File: config.mk
export PLATFORM = sky130hd
export DESIGN_NAME = uart_rx_341457971277988435
export DESIGN_NICKNAME = d
export VERILOG_FILES = /design/src/rtl/uart_rx_341457971277988435.sv
export SDC_FILE = /design/constraint.sdc
export NUM_CORES = 1
export LEC_CHECK = 0
export ABC_AREA = 1
export CORE_ASPECT_RATIO = 0.6
export CORE_MARGIN = 2
export CORE_UTILIZATION = 59
export DETAILED_ROUTE_END_ITERATION = 8
export PLACE_DENSITY = 0.85
export SETUP_SLACK_MARGIN = 0.15
export SYNTH_ARGS = -nofsm -noshare
export SYNTH_HDL_FRONTEND = slang
export SYNTH_SLANG_ARGS = --single-unit
File: constraint.sdc
create_clock -name clk -period 2.7 [get_ports clk]
set_clock_uncertainty 0.1 [all_clocks]
set_input_delay 0.54 -clock clk [delete_from_list [all_inputs] [get_ports clk]]
set_output_delay 0.54 -clock clk [all_outputs]
set_load 0.1 [all_outputs]
File: src/rtl/uart_rx_341457971277988435.sv
// 8N1 UART receiver with 2-flop input synchronizer and mid-bit sampling.
// Optional "Hello World!\n" message checker enabled by defining HELLO_CHECK_EN.
module uart_rx_341457971277988435 #(
    parameter int CLKS_PER_BIT = 1
) (
    input  logic       clk,
    input  logic       reset,
    input  logic       uart_rx,
    output logic [7:0] rx_data,
    output logic       rx_valid,
    output logic       frame_err,
    output logic       msg_ok
);

    typedef enum logic [2:0] {
        S_IDLE,
        S_START,
        S_DATA,
        S_STOP,
        S_WAIT_IDLE
    } state_t;

    localparam logic [3:0] CNT_LAST = 4'(CLKS_PER_BIT - 1);
    localparam logic [3:0] CNT_MID  = 4'(CLKS_PER_BIT / 2);

    logic       r_sync1;
    logic       r_sync2;
    logic       w_rxs;
    state_t     r_state;
    state_t     w_state_nxt;
    logic [3:0] r_cnt;
    logic [3:0] w_cnt_nxt;
    logic [2:0] r_bit_idx;
    logic [2:0] w_bit_idx_nxt;
    logic [7:0] r_shift;
    logic [7:0] w_shift_nxt;
    logic       w_load;
    logic       w_ferr;

    assign w_rxs = r_sync2;

    always_comb begin
        // NOTE: every output of this block gets a default first, so no path can infer a latch.
        w_state_nxt   = r_state;
        w_cnt_nxt     = r_cnt;
        w_bit_idx_nxt = r_bit_idx;
        w_shift_nxt   = r_shift;
        w_load        = 1'b0;
        w_ferr        = 1'b0;
        case (r_state)
            S_IDLE: begin
                w_cnt_nxt     = 4'd0;
                w_bit_idx_nxt = 3'd0;
                if (!w_rxs) begin
                    // With one clock per bit the detection cycle is already the start-bit sample.
                    if (CLKS_PER_BIT == 1) begin
                        w_state_nxt = S_DATA;
                    end else begin
                        w_state_nxt = S_START;
                        w_cnt_nxt   = 4'd1;
                    end
                end
            end
            S_START: begin
                if (r_cnt == CNT_MID) begin
                    w_cnt_nxt     = 4'd0;
                    w_bit_idx_nxt = 3'd0;
                    w_state_nxt   = w_rxs ? S_IDLE : S_DATA;
                end else begin
                    w_cnt_nxt = r_cnt + 4'd1;
                end
            end
            S_DATA: begin
                if (r_cnt == CNT_LAST) begin
                    w_cnt_nxt              = 4'd0;
                    w_shift_nxt[r_bit_idx] = w_rxs;
                    if (r_bit_idx == 3'd7) begin
                        w_state_nxt = S_STOP;
                    end else begin
                        w_bit_idx_nxt = r_bit_idx + 3'd1;
                    end
                end else begin
                    w_cnt_nxt = r_cnt + 4'd1;
                end
            end
            S_STOP: begin
                if (r_cnt == CNT_LAST) begin
                    w_cnt_nxt = 4'd0;
                    if (w_rxs) begin
                        w_load      = 1'b1;
                        w_state_nxt = S_IDLE;
                    end else begin
                        w_ferr      = 1'b1;
                        w_state_nxt = S_WAIT_IDLE;
                    end
                end else begin
                    w_cnt_nxt = r_cnt + 4'd1;
                end
            end
            S_WAIT_IDLE: begin
                w_cnt_nxt = 4'd0;
                if (w_rxs) begin
                    w_state_nxt = S_IDLE;
                end
            end
            default: begin
                w_state_nxt = S_IDLE;
                w_cnt_nxt   = 4'd0;
            end
        endcase
    end

    always_ff @(posedge clk or negedge reset) begin
        if (!reset) begin
            r_sync1   <= 1'b1;
            r_sync2   <= 1'b1;
            r_state   <= S_IDLE;
            r_cnt     <= 4'd0;
            r_bit_idx <= 3'd0;
            r_shift   <= 8'h00;
            rx_data   <= 8'h00;
            rx_valid  <= 1'b0;
            frame_err <= 1'b0;
        end else begin
            // NOTE: non-blocking assignments so every flop samples pre-edge values.
            r_sync1   <= uart_rx;
            r_sync2   <= r_sync1;
            r_state   <= w_state_nxt;
            r_cnt     <= w_cnt_nxt;
            r_bit_idx <= w_bit_idx_nxt;
            r_shift   <= w_shift_nxt;
            rx_valid  <= w_load;
            frame_err <= w_ferr;
            if (w_load) begin
                rx_data <= r_shift;
            end
        end
    end

`ifdef HELLO_CHECK_EN
    logic [3:0] r_msg_idx;
    logic [7:0] w_exp_byte;

    function automatic logic [7:0] hello_byte(input logic [3:0] idx);
        case (idx)
            4'd0:    hello_byte = 8'h48;
            4'd1:    hello_byte = 8'h65;
            4'd2:    hello_byte = 8'h6C;
            4'd3:    hello_byte = 8'h6C;
            4'd4:    hello_byte = 8'h6F;
            4'd5:    hello_byte = 8'h20;
            4'd6:    hello_byte = 8'h57;
            4'd7:    hello_byte = 8'h6F;
            4'd8:    hello_byte = 8'h72;
            4'd9:    hello_byte = 8'h6C;
            4'd10:   hello_byte = 8'h64;
            4'd11:   hello_byte = 8'h21;
            4'd12:   hello_byte = 8'h0A;
            default: hello_byte = 8'h00;
        endcase
    endfunction

    assign w_exp_byte = hello_byte(r_msg_idx);

    // Evaluated on the load cycle so msg_ok lines up with the rx_valid it belongs to.
    always_ff @(posedge clk or negedge reset) begin
        if (!reset) begin
            r_msg_idx <= 4'd0;
            msg_ok    <= 1'b0;
        end else begin
            msg_ok <= 1'b0;
            if (w_ferr) begin
                r_msg_idx <= 4'd0;
            end else if (w_load) begin
                if (r_shift == w_exp_byte) begin
                    if (r_msg_idx == 4'd12) begin
                        r_msg_idx <= 4'd0;
                        msg_ok    <= 1'b1;
                    end else begin
                        r_msg_idx <= r_msg_idx + 4'd1;
                    end
                end else begin
                    r_msg_idx <= (r_shift == 8'h48) ? 4'd1 : 4'd0;
                end
            end
        end
    end
`else
    assign msg_ok = 1'b0;
`endif

endmodule

==> Word-level counts from Yosys, hierarchy flattened <==
Index checks and enable logic that the tools add are counted.
{ "word_totals": {"reg_bits": 30, "latch_bits": 0, "ramBits": 0, "romBits": 0, "inputBits": 3, "output_inout_bits": 11, "wordCells": 57, "n_memories": 0} }
{ "op_classes": {"add_sub_neg": 2, "mul": 0, "n_div": 0, "n_lt_le_gt_ge": 2, "eq_ne": 12, "shift": 0, "mux": 24, "bitwise": 0, "n_reduce_logical": 8} }
{ "op_table": {"columns": ["cell", "count"], "rows": [
  ["$mux 3", 10],
  ["$pmux 3 s5", 1],
  ["$ne 2x2->1 const B", 7],
  ["$pmux 3 s3", 1],
  ["$bwmux 8", 1],
  ["$mux 4", 2],
  ["$mux 1", 7],
  ["$eq 3x2->1 const B", 2],
  ["$eq 3x3->1 const B", 2],
  ["$reduce_and 6->1", 1],
  ["$add 4x1->4 const B", 1],
  ["$logic_not 4->1", 1],
  ["$lt 3x4->1 const B", 1],
  ["$reduce_and 4->1", 1],
  ["$add 3x1->3 const B", 1],
  ["$demux 1 s3", 1],
  ["$eq 3x1->1 const B", 1],
  ["$ge 3x1->1 const B", 1],
  ["$logic_not 3->1", 1],
  ["$reduce_bool 3->1", 1],
  ["$reduce_or 3->1", 1],
  ["$mux 2", 1],
  ["$reduce_and 2->1", 1],
  ["$logic_and 1x1->1", 1]
]} }

==> Logic depth before layout (Yosys ltp) <==
Gate-level depths: netlist (run 1).
{ "depth": {"word_depth": 5, "ltp_mapped": 8, "depth_no_buf": 8} }

==> Worst setup path before layout (run 1) <==
No wires, ideal clock.
{ "synth_path": {"path_kind": "flip-flop to output port", "from": "register rx_data[0]", "to": "output rx_data[0]", "t_arrival_ns": 0.898, "path_slack_ns": 1.162, "stages_incl_launch_ff": 1, "n_path_buf": 0, "cell_sequence": "dfrtp_1"} }
{ "synth_lines": {"columns": ["element", "line", "source"], "rows": [
  ["start, declared", "9", "output logic [7:0] rx_data,"],
  ["start signal, assigned", "135", "rx_data <= r_shift;"]
]} }
No word-level cell between the ends.

==> Worst setup path after layout (run 1) <==
{ "layout_path": {"from": "register r_bit_idx[0]", "to": "register r_bit_idx[2]"} }
{ "layout_between": {"elab_chain_len": 4, "elab_cells_between_ends": 7} }
{ "layout_rtl": {"columns": ["element", "line", "source"], "rows": [
  ["start, declared", "33", "logic [2:0] r_bit_idx;"],
  ["start signal, assigned", "130", "r_bit_idx <= w_bit_idx_nxt;"],
  ["$add 3x1->3", "80", "w_bit_idx_nxt = r_bit_idx + 3'd1;"],
  ["$mux 3", "77", "if (r_bit_idx == 3'd7) begin"],
  ["$mux 3", "74", "if (r_cnt == CNT_LAST) begin"],
  ["$pmux 3 s3", "50", "case (r_state)"]
]} }
Several ways; a longest one is shown, not always the timed one. The select of a mux whose other input is x is not followed.
A chain may end at the register's enable or synchronous reset.

==> flow_metrics.py, run 1 <==
metrics = {
    "layout": {
        "antenna_cells": 0,
        "seqCellArea_um2": 753,
        "syn_to_final_growth_pct": 16.7,
        "final_nets": 196,
        "multi_input_area_um2": 616,
        "num-fill-cells": 154,
        "drive_above_1_share_pct": 16.9,
    },
    "yosys": {
        "yosysTopAreaCell": "dfrtp_1",
        "syn-num-nets": 178,
        "seq_area_frac_synth_pct": 52.2,
        "synth.cell_area_um2": 1440,
        "async_flop_share_pct": 100,
        "yosysMostFrequentCell": "nand2_1",
        "ys_types": 23,
        "yosysTopAreaCellShare_pct": 48.6,
        "synth_area_per_cell_um2": 8.44,
        "synth.area.top_cells": "dfrtp_1, nand2_1, nand3_1, nor2_1, dfstp_2",
        "ys_seq_elements": 30,
        "ys_warn_count": 0,
        "netlist_top_cells_count": "nand2_1, dfrtp_1, nor2_1",
        "synthCells": 171,
        "synth_edf_count": 0,
        "synth_ff_type": "dfrtp_1",
    },
    "clock_tree": {
        "clk_latency_ns": 0.29,
        "clk_pin_slew_ns": 0.06,
        "htree_levels": 2,
        "clock_path_buffers": 2,
        "clock_sinks": 30,
        "cts_hold_buf": 0,
        "cts_buffers": 5,
        "cts_tree": "done",
        "clockRootBuffer": "clkbuf_8",
        "ctsResizeCount": 0,
        "cts_setup_buffers": 0,
    },
    "setup_path": {
        "crit_type": "reg2reg",
        "crit_required_ns": 2.77,
        "path_max_fanout": 6,
        "startpoint_type": "flip-flop",
        "worstPathArrival_ns": 1.69,
        "reg2regPathDepth": 6,
        "critPathCaptureType": "flip-flop",
    },
    "die": {
        "dieArea_um2": 2870,
        "start_util_pct": 64.3,
        "io_pins": 14,
        "num_rows": 13,
        "design.core.area_um2": 2240,
        "die_width_um": 67.8,
        "die_h_um": 42.3,
    },
    "worst_hold_path": {
        "hold-path-cell-count": 0,
        "min_path_type": "reg2reg",
    },
    "timing": {
        "fmax_mhz": 618,
        "holdWs_ns": 0.260,
        "setup_slack_ns": 1.08,
        "slew_violations": 0,
        "tns_ns": 0,
        "period_minus_slack_ns": 1.62,
        "fin_crit_sh_pct": 59.9,
        "setup_viol": 0,
        "hold_viol": 0,
        "rsz0062_at_grt": "false",
    },
    "grt": {
        "antenna_found_initial": 0,
        "grt_use_total_pct": 25.3,
        "grt_max_degree": 31,
        "grt_pass1_wl_um": 5090,
        "first_global_vias": 1091,
        "overflow": 0,
    },
    "pwr": {
        "peakVddDrop_mv": 0.594,
        "power.density_nw_per_um2": 1140,
        "total_leakage_power_nw": 0.902,
    },
    "placement": {
        "port_buffers": 12,
        "dp_hpwl_um": 2050,
        "routabilityCongestion": 0.861,
        "dp_slack_ns": 1.14,
    },
    "routing": {
        "wl_um": 3090,
        "drtPass1Iterations": 6,
        "wl_per_cell_um": 14.1,
        "num_vias": 1167,
        "ant_nets": 0,
        "route.detailed.drc": 0,
        "vias_per_cell": 5.33,
        "drtIter0Drc": 92,
    },
    "job": {
        "maxCapViolCount": 0,
    },
    "status": {
        "status": "finished, final reports clean",
    },
}
[worst max-delay path, stage by stage (launching register included)]
cell     delay (ns)
dfrtp_1        0.47
ha_1           0.24
ha_1           0.21
nand4_1        0.21
nand3_2        0.13
nand2_1        0.07
nand2_1        0.05
[cells in the final DEF, fill, tap and decap left out]
master and n:
nor2_2 3, dfrtp_1 28, o21ai_1 1, nand2_4 3, bufinv_16 1, nand3_1 13, xor2_1 1, o21ai_0 1
clkdlybuf4s50_1 2, dfstp_2 2, nand3_2 1, nor2_1 17, nor2_8 1, ha_1 4, nor3b_1 1, xnor2_1 1
inv_1 14, clkinv_4 1, clkbuf_8 6, nand2_1 68, nand4_1 5, conb_1 1, nor2_4 2, nand2_2 1
buf_4 11
[flip-flops by register name, summed over array words and instances (netlist names)]
register,count
frame_err,1
r_bit_idx,3
r_cnt,4
r_shift,8
r_state,3
r_sync1,1
r_sync2,1
rx_data,8
rx_valid,1
[routing by layer]
layer  track usage, %  wire length (um)  up-vias
li1                 -                 -      567
met1             32.6              1320      540
met2             37.1              1410       49
met3             11.8               301       11
met4             10.0                65        0
met5                0                 0        -
[final timing paths]
check,startpoint,endpoint,slack (ns)
setup / recovery,r_bit_idx[0],r_bit_idx[2],1.08
hold / removal,r_sync1,r_sync2,0.26
setup reg to reg,r_bit_idx[0],r_bit_idx[2],1.08
hold reg to reg,r_sync1,r_sync2,0.26
max in group asynchronous,reset,r_sync2,1.65
min in group asynchronous,reset,r_bit_idx[0],0.53
[where the power goes]
part	internal (mW)	switching (mW)	total, mW
registers	0.579	0.106	0.685
logic	0.193	0.587	0.779
clock network	0.295	0.164	0.459
[per-stage QoR]
step	cell area, um2	total power [mW]	utilization [%]	instances
6_report	1680	1.92	75.0	219
5_1_grt	1680	2.03	75.0	219
4_1_cts	1680	1.91	75.0	219
3_5_place_dp	1570	1.46	70.0	212
3_3_place_gp	1570	1.42	70.0	212
2_1_floorplan	1440	1.28	-	171
[cell type report]
type	instances	area share [%]
Clock buffer	6	4.91
Clock inverter	1	1.78
Inverter	15	3.64
Multi-Input combinational cell	124	36.6
Sequential cell	30	44.8
Tap cell	30	2.23
Timing Repair Buffer	13	6.10
[cell families after synthesis]
family	Yosys count	synth area share (%)
AND/OR/NAND/NOR	115	37.0
flip-flops	30	52.2
buffers and inverters	17	5.12
adder cells (fa/ha/maj)	4	3.47
AO/OA/AOI/OAI	2	0.693
XOR/XNOR	2	1.21
other	1	0.260
(Power assumes the default switching activity.)
==> inputs of run 2 (changes only) <==
Settings changed: CORE_UTILIZATION 59 to 50, PLACE_DENSITY 0.85 to 0.77.
Clock period 2.7 ns to 1.4 ns, I/O delays scaled along.
==> run 2 against run 1 <==
Critical path depth grew 2. Clock power increased by 57%. Critical path type unchanged. Setup slack worse by 1.1 ns. Maximum frequency grew 17%. First-iteration DRC count up 58%. Largest cell class is now multi-input gates. Sequential power rose by 100%. Critical endpoint is now r_shift[5]. Via count is 9.3% higher.
==> flow_metrics.py, run 2 (synthesis gave the netlist of run 1 again) <==
metrics = {
    "status": {
        "status": "finished, final reports clean",
    },
    "clock_tree": {
        "clk_latency_ns": 0.29,
        "clock_path_buffers": 2,
        "cts_buffers": 5,
        "clk_pin_slew_ns": 0.06,
        "clock_sinks": 30,
        "cts_tree": "done",
        "cts_hold_buf": 0,
        "htree_levels": 2,
        "clockRootBuffer": "clkbuf_8",
    },
    "layout": {
        "design_area_um2": 2100,
        "drive_above_1_share_pct": 43.6,
        "antenna_cells": 0,
        "layout_commonest_cell": "nand2_1",
        "final_cell_mix": "nand2_1, nand2_2, dfrtp_2, dfrtp_1, nand3_1",
        "reg_top3": "r_shift x8, rx_data x8, r_cnt x4",
        "syn_to_final_growth_pct": 45.4,
        "final_nets": 210,
    },
    "placement": {
        "dp_hpwl_um": 2190,
        "routabilityCongestion": 0.829,
        "placed_area_um2": 1800,
        "port_buffers": 12,
    },
    "setup_path": {
        "worstPathArrival_ns": 1.47,
        "path_max_fanout": 6,
        "crit_type": "reg2reg",
        "crit_required_ns": 1.48,
        "critPathCaptureType": "flip-flop",
        "startpoint_type": "flip-flop",
    },
    "grt": {
        "antenna_found_initial": 0,
        "first_global_vias": 1158,
        "grt_pass1_wl_um": 5370,
        "overflow": 0,
        "grt_max_degree": 31,
        "grt_use_total_pct": 23.0,
    },
    "die": {
        "io_pins": 14,
        "design.core.area_um2": 2820,
        "start_util_pct": 51.2,
        "num_rows": 15,
        "die_h_um": 45.6,
        "dieArea_um2": 3340,
        "die_width_um": 73.3,
    },
    "routing": {
        "ant_nets": 0,
        "met1_length_um": 1500,
        "drtIter0Drc": 145,
        "wl_met3_um": 266,
        "drtPass1Iterations": 4,
        "vias_per_cell": 5.36,
        "wl_per_cell_um": 14.8,
        "wl_um": 3530,
        "route.top_layer_used": "met4",
        "met2_length_um": 1700,
        "route.detailed.drc": 0,
        "num_vias": 1275,
    },
    "timing": {
        "fin_crit_sh_pct": 99.2,
        "slew_violations": 0,
        "period_minus_slack_ns": 1.39,
        "hold_viol": 0,
        "rsz0062_at_grt": "true",
        "setup_viol": 0,
        "fmax_mhz": 720,
        "holdWs_ns": 0.256,
    },
    "pwr": {
        "total_leakage_power_nw": 0.999,
        "power.density_nw_per_um2": 1960,
        "peakVddDrop_mv": 1.19,
    },
    "job": {
        "maxCapViolCount": 0,
    },
    "worst_hold_path": {
        "min_path_type": "in2async",
    },
}
run 2: changes by cell type in the layout (fill, tap and decap cells not counted), moves of 7 or more:
cell	before	now
dfrtp_2	0	14
nand2_1	68	53
buf_12	0	12
dfrtp_1	28	14
nor2_1	17	10
nor2_4	2	9
nand2_2	1	16
run 2: final timing paths:
check / startpoint / to / slack (ns) / depth (start not counted)
hold / removal: reset / rx_data[1] / 0.26 / 2
min in group clk: r_sync1 / r_sync2 / 0.26 / 0
hold reg to reg: r_sync1 / r_sync2 / 0.26 / 0
setup reg to reg: r_cnt[1] / r_shift[5] / 0.01 / 8
max in group asynchronous: reset / r_sync1 / 0.71 / 2
setup / recovery: r_cnt[1] / r_shift[5] / 0.01 / 8
run 2: layout make-up:
cell class	instances	area, um2
tap	34	42.5
multi-input combinational	125	779
fill	185	717
timing repair buffer	25	343
inverter	15	63.8
sequential	30	771
timing repair inverter	1	8.76
clock buffer	8	90.1
run 2: routing by layer:
metal,GRT usage [%],up-vias
met5,0,-
met4,8.36,0
met3,8.85,8
met2,34.8,48
met1,30.7,623
li1,-,596
run 2: metrics by stage:
stage / std cells / utilization [%] / total power [mW] / worst slack (ns) / TNS (ns)
after detailed placement: 221 / 64.1 / 3.19 / -0.00975 / -0.00975
after global routing: 238 / 74.5 / 4.33 / -0.0400 / -0.279
after CTS: 236 / 71.5 / 3.99 / 0.0263 / 0
final: 238 / 74.5 / 4.12 / 0.0118 / 0
after floorplan: 171 / - / 2.53 / 0.0901 / 0
after global placement: 221 / 64.1 / 3.12 / 0.0645 / 0
run 2: what timing repair did:
item	in CTS	in global routing
setup buffers	5	2
cloned	2	0
resized for setup	14	26
pin swaps	5	12
endpoints found under the setup margin	32	36
run 2: power breakdown:
group          internal (mW)  switching, mW  total (mW)
combinational          0.732           1.29        2.02
clock                  0.400          0.321       0.721
sequential              1.14          0.244        1.38
run 2: worst max-delay path, cell delays in order (launching register included):
cell and delay [ns]:
dfrtp_1 0.40, inv_2 0.07, ha_4 0.15, nand2_8 0.09, buf_12 0.15, nor2_4 0.11, nand2_1 0.08, nand2_1 0.07
nand2_1 0.05
==> inputs of run 3 (changes only) <==
Settings changed: ABC_CLOCK_PERIOD_IN_PS from default to 1400.
==> results of run 3 <==
Same layout as run 2: the final DEF is identical, and so are final timing and power.
